<file path="config.mk">
export PLATFORM = sky130hd
export DESIGN_NAME = dec_pend32
export DESIGN_NICKNAME = d
export VERILOG_FILES = /design/src/rtl/dec_pend32.sv
export SDC_FILE = /design/constraint.sdc
export NUM_CORES = 1
export LEC_CHECK = 0
export ABC_CLOCK_PERIOD_IN_PS = 4000
export CORE_ASPECT_RATIO = 1.25
export CORE_UTILIZATION = 45
export CTS_BUF_LIST = sky130_fd_sc_hd__clkbuf_4
export DETAILED_ROUTE_END_ITERATION = 10
export DONT_BUFFER_PORTS = 1
export SKIP_LAST_GASP = 1
export SYNTH_ARGS = -nofsm -noshare
export SYNTH_HDL_FRONTEND = slang
export SYNTH_SLANG_ARGS = --single-unit
</file>
<file path="constraint.sdc">
create_clock -name clk -period 4 [get_ports clk]
set_clock_uncertainty 0.2 [all_clocks]
set_input_delay 0 -clock clk [delete_from_list [all_inputs] [get_ports clk]]
set_output_delay 0 -clock clk [all_outputs]
set_load 0.05 [all_outputs]
</file>
<file path="src/rtl/dec_pend32.sv">
`default_nettype none
// ============================================================================
//  Module   : dec_pend32
//  Purpose  : Index-to-one-hot decoder feeding a registered 32-bit pending
//             vector. One index may be posted (set) and one serviced (cleared)
//             per cycle; clr_all drops everything. A set always wins over a
//             clear of the same bit, so a post racing a service is never lost.
//             Also tracks the pending count incrementally and flags posts to
//             an index that is already pending.
//  Ports    : clk, rst            clock, synchronous active-high reset
//             set_v, set_idx      set request valid / index
//             clr_v, clr_idx      clear request valid / index
//             clr_all             clear every pending bit (overrides clr_v)
//             pend                registered pending vector
//             set_oh              registered one-hot of accepted set (pulse)
//             any_pend            registered OR of pend
//             count               registered number of ones in pend (0..32)
//             dup                 registered pulse: set hit a still-pending bit
//  Revision : 1.0  initial release
// ============================================================================
module dec_pend32 (
  input  logic        clk,
  input  logic        rst,
  input  logic        set_v,
  input  logic [4:0]  set_idx,
  input  logic        clr_v,
  input  logic [4:0]  clr_idx,
  input  logic        clr_all,
  output logic [31:0] pend,
  output logic [31:0] set_oh,
  output logic        any_pend,
  output logic [5:0]  count,
  output logic        dup
);

  localparam int N = 32;
  localparam int W = 5;
  localparam int CW = W + 1;

  logic [N-1:0]  pend_q, pend_d;
  logic [N-1:0]  set_oh_q, set_oh_d;
  logic          any_pend_q, any_pend_d;
  logic [CW-1:0] count_q, count_d;
  logic          dup_q, dup_d;

  logic [N-1:0]  s_oh;
  logic [N-1:0]  c_oh;
  logic          set_hit;   // set target is currently pending
  logic          inc;
  logic          dec;

  always_comb begin
    // Decodes are gated by their valids so an unknown index while idle
    // never reaches state.
    s_oh = '0;
    if (set_v) begin
      s_oh[set_idx] = 1'b1;
    end

    c_oh = '0;
    if (clr_all) begin
      c_oh = '1;
    end else if (clr_v) begin
      c_oh[clr_idx] = 1'b1;
    end

    pend_d   = (pend_q & ~c_oh) | s_oh;
    set_oh_d = s_oh;

    set_hit = 1'b0;
    dup_d   = 1'b0;
    if (set_v) begin
      set_hit = pend_q[set_idx];
      dup_d   = pend_q[set_idx] & ~c_oh[set_idx];
    end
    inc = set_v & ~set_hit;

    // Single-bit clear removes one only if the bit was pending and the same
    // cycle's set does not re-assert it.
    dec = 1'b0;
    if (clr_v) begin
      dec = pend_q[clr_idx] & ~s_oh[clr_idx];
    end

    if (clr_all) begin
      count_d = {{(CW-1){1'b0}}, set_v};
    end else begin
      count_d = count_q + {{(CW-1){1'b0}}, inc} - {{(CW-1){1'b0}}, dec};
    end

    any_pend_d = |pend_d;
  end

  always_ff @(posedge clk) begin
    if (rst) begin
      pend_q     <= '0;
      set_oh_q   <= '0;
      any_pend_q <= 1'b0;
      count_q    <= '0;
      dup_q      <= 1'b0;
    end else begin
      pend_q     <= pend_d;
      set_oh_q   <= set_oh_d;
      any_pend_q <= any_pend_d;
      count_q    <= count_d;
      dup_q      <= dup_d;
    end
  end

  assign pend     = pend_q;
  assign set_oh   = set_oh_q;
  assign any_pend = any_pend_q;
  assign count    = count_q;
  assign dup      = dup_q;

endmodule
`default_nettype wire

</file>
==> metrics.cfg <==
[outcome]
outcome=finished clean

[setup_path]
cp-startpoint=pend[17]$_SDFF_PP0_
crit_required_ns=4.20
worst-setup-path-type=reg -> reg
reg2reg_from=pend[17]$_SDFF_PP0_
timing.critical_path.arrival_ns=3.97
slowest_stage=sky130_fd_sc_hd__dlygate4sd3_1
cp_cell_sequence=mux4_2 > mux4_2 > mux2i_1 > nand2_1 > ha_1 > inv_1 > ha_1 > inv_1 > fa_1 > nor3_1 > dlygate4sd3_1
path_max_fanout=4
startpoint_type=register
end_kind=register
max_stage_delay_on_crit_path_ns=0.56

[job]
maxCapViolCount=0

[sta]
final_period_minus_worst_setup_slack_ns=3.779
final.period_utilization_pct=94.48
final-setup-viol-count=0
setup-tns-final_ns=0
hold_viol=0
max_slew.worst_pin.slew_ns=0.8509
timing.hold.ws_ns=0.006733
unrepaired_setup_endpoints_after_global_routing=false
slew_violations=0
maxClockFrequency_mhz=264.6
max_slew_margin_pct=43.16

[synth]
synth_seq_area_share_pct=40.00
synth_cells=414
yosysUniqueCellTypes=42
synth-seq-cells=72
synth_fp_nets=436
synth_edf_count=0
yosysWarningCount=0
synth-async-reset-ratio_pct=0
synth_top_cell_area_share_pct=40.00
synth.avg_cell_area_sq_um=8.704
synth_area_sq_um=3603
synth_area_leaders=sky130_fd_sc_hd__dfxtp_1 40%, sky130_fd_sc_hd__mux4_2 11%, sky130_fd_sc_hd__a21oi_1 10%
largest_area_contributor_in_the_synthesized_netlist=sky130_fd_sc_hd__dfxtp_1
ys.flop_type=sky130_fd_sc_hd__dfxtp_1

[drt]
detail_route.iter0.violations=350
via_count=3420
route.detailed.wl_per_inst_microns=19.87
wirelength_microns=11250
drtAntennaViolNets=0
drt-pass1-iter-count=6
vias_per_inst=6.042
route.detailed.drc=0

[power_and_ir_drop]
power.density_nw_per_um2=325.9
leakage_nw=1.693
ir_worst_vdd_v=0.0002165

[clock_tree]
ctsHtreeMaxLevel=3
tritoncts_clock_tree=done
post-cts-setup-buffers=0
clk_latency_ns=0.46
ctsRootBufferMaster=sky130_fd_sc_hd__clkbuf_4
clockBufferDepth=2
num_cts_buffers=9
clock_sink_count=72
cts.clk_slew.worst_paths_ns=0.15

[global_route]
grt_pass1_wl_microns=17640
number_of_antenna_violations_at_the_first_check_in_global_routing=0
grt_start_max_net_pins=43
grt_residual_overflow=0
grt_pass1_vias=3299
groute.usage.overall_pct=28.59

[floorplan]
io_pins=87
placementRows=36
initial_utilization_pct=46.24
die-height_microns=102.1
fp.dieArea_sq_um=8372
chipWidth_microns=82.04
core_area_sq_um=7792

[place]
gp_congestion=0.9344
dp_hpwl_microns=7222
buffer_ports.inserted=0

[final_layout]
num-nets-final=488
antenna_cells_inserted=0
drive_above_1_share_pct=14.86
flow.area_growth_from_synthesis_pct=21.18

[hold_path]
hold_path.startpoint=clr_all
hold_path.class=in -> reg

-- layout make-up --
cell class,count,area (sq um)
clock buffers,9,67.56
well taps,95,118.9
inverters,10,37.54
fillers,727,3426
clock inverters,7,61.31
multi-input cells,305,2012
flip-flops and latches,72,1441
repair buffers,68,628.1
-- cell usage in the layout (no fill, tap or decap), types with 2 or more instances in the layout --
master	count
sky130_fd_sc_hd__inv_1	10
sky130_fd_sc_hd__mux4_2	17
sky130_fd_sc_hd__buf_12	2
sky130_fd_sc_hd__a21o_1	2
sky130_fd_sc_hd__buf_4	29
sky130_fd_sc_hd__ha_1	6
sky130_fd_sc_hd__a2111oi_0	2
sky130_fd_sc_hd__and4bb_2	3
sky130_fd_sc_hd__nor2_1	77
sky130_fd_sc_hd__and2_1	3
sky130_fd_sc_hd__dlygate4sd3_1	37
sky130_fd_sc_hd__nor3_1	9
sky130_fd_sc_hd__clkbuf_4	9
sky130_fd_sc_hd__o21ai_0	3
sky130_fd_sc_hd__nand4_1	8
sky130_fd_sc_hd__and4b_1	3
sky130_fd_sc_hd__xor2_1	5
sky130_fd_sc_hd__xnor2_1	5
sky130_fd_sc_hd__mux2i_1	3
sky130_fd_sc_hd__nor4_1	3
sky130_fd_sc_hd__a21oi_1	72
sky130_fd_sc_hd__clkinvlp_4	2
sky130_fd_sc_hd__dfxtp_1	72
sky130_fd_sc_hd__a31oi_1	2
sky130_fd_sc_hd__nand3_1	5
sky130_fd_sc_hd__inv_6	3
sky130_fd_sc_hd__nor2b_1	8
sky130_fd_sc_hd__nand2_1	18
sky130_fd_sc_hd__nand2b_1	36
-- power by group --
part	internal [mW]	switching (mW)	total [mW]
Clock	0.139	0.307	0.446
Combinational	0.0864	0.114	0.200
Sequential	0.730	0.0470	0.777
-- state kept, by name (all words and copies together) (netlist names) --
register	count
pend	32
set_oh	32
count	6
dup	1
any_pend	1
-- timing repair --
action	CTS	global route
endpoints found under the hold margin	72	0
hold buffers	39	0
gates resized for setup	0	0
-- Yosys cell counts (all sizes together), types with 4 or more instances --
library cell  number
inv               10
nand4              8
clkbuf            21
nor2              77
xnor2              5
nor2b              8
ha                 6
dfxtp             72
nand2b            36
xor2               5
nor3               9
nand2             18
mux4              18
o21ai              4
nand3              5
buf                6
a21oi             72
-- critical path, delay by kind of cell, from the launching register on --
| family | cells | cell delay (ns) |
|---|---|---|
| DFF | 1 | 0.53 |
| muxes | 3 | 1.18 |
| adders and majority gates | 3 | 0.87 |
| buffers and inverters | 3 | 0.67 |
| and+or+nand+nor | 2 | 0.27 |
-- worst paths after layout --
kind	cells past startpoint	to	slack [ns]
worst max-delay path	11	count[1]$_SDFF_PP0_	0.22
worst min-delay path	6	any_pend$_SDFF_PP0_	0.007
worst max register to register	11	count[1]$_SDFF_PP0_	0.22
worst min register to register	4	pend[15]$_SDFF_PP0_	0.52
-- stage by stage --
stage          area [sq um]  util, %  worst slack, ns  power [mW]  cells
6_report               4367    56.04           0.2207       1.423    566
5_1_grt                4367    56.04          0.05570       1.480    566
4_1_cts                4367    56.04           0.2377       1.429    566
3_5_place_dp           3827    49.12           0.5228      0.9427    511
3_3_place_gp           3827    49.12           0.5995      0.9406    511
2_1_floorplan          3603        -           0.6657      0.9377    414
-- metal layers --
metal	GRT usage [%]	vias to the layer above	wire length (microns)
met5	0	-	0
met4	16.87	0	468
met3	7.321	42	1194
met2	45.20	234	5386
met1	34.66	1598	4198
li1	-	1546	-
-- kinds of logic after synthesis --
kind of cell,synth area share (%)
compound gates,12.92
xor+xnor,2.430
fa+ha+maj,2.639
buf+inv,4.167
flops,40.00
mux,12.50
simple gates,25.35
Note: power is estimated with default switching activity, not from simulation.
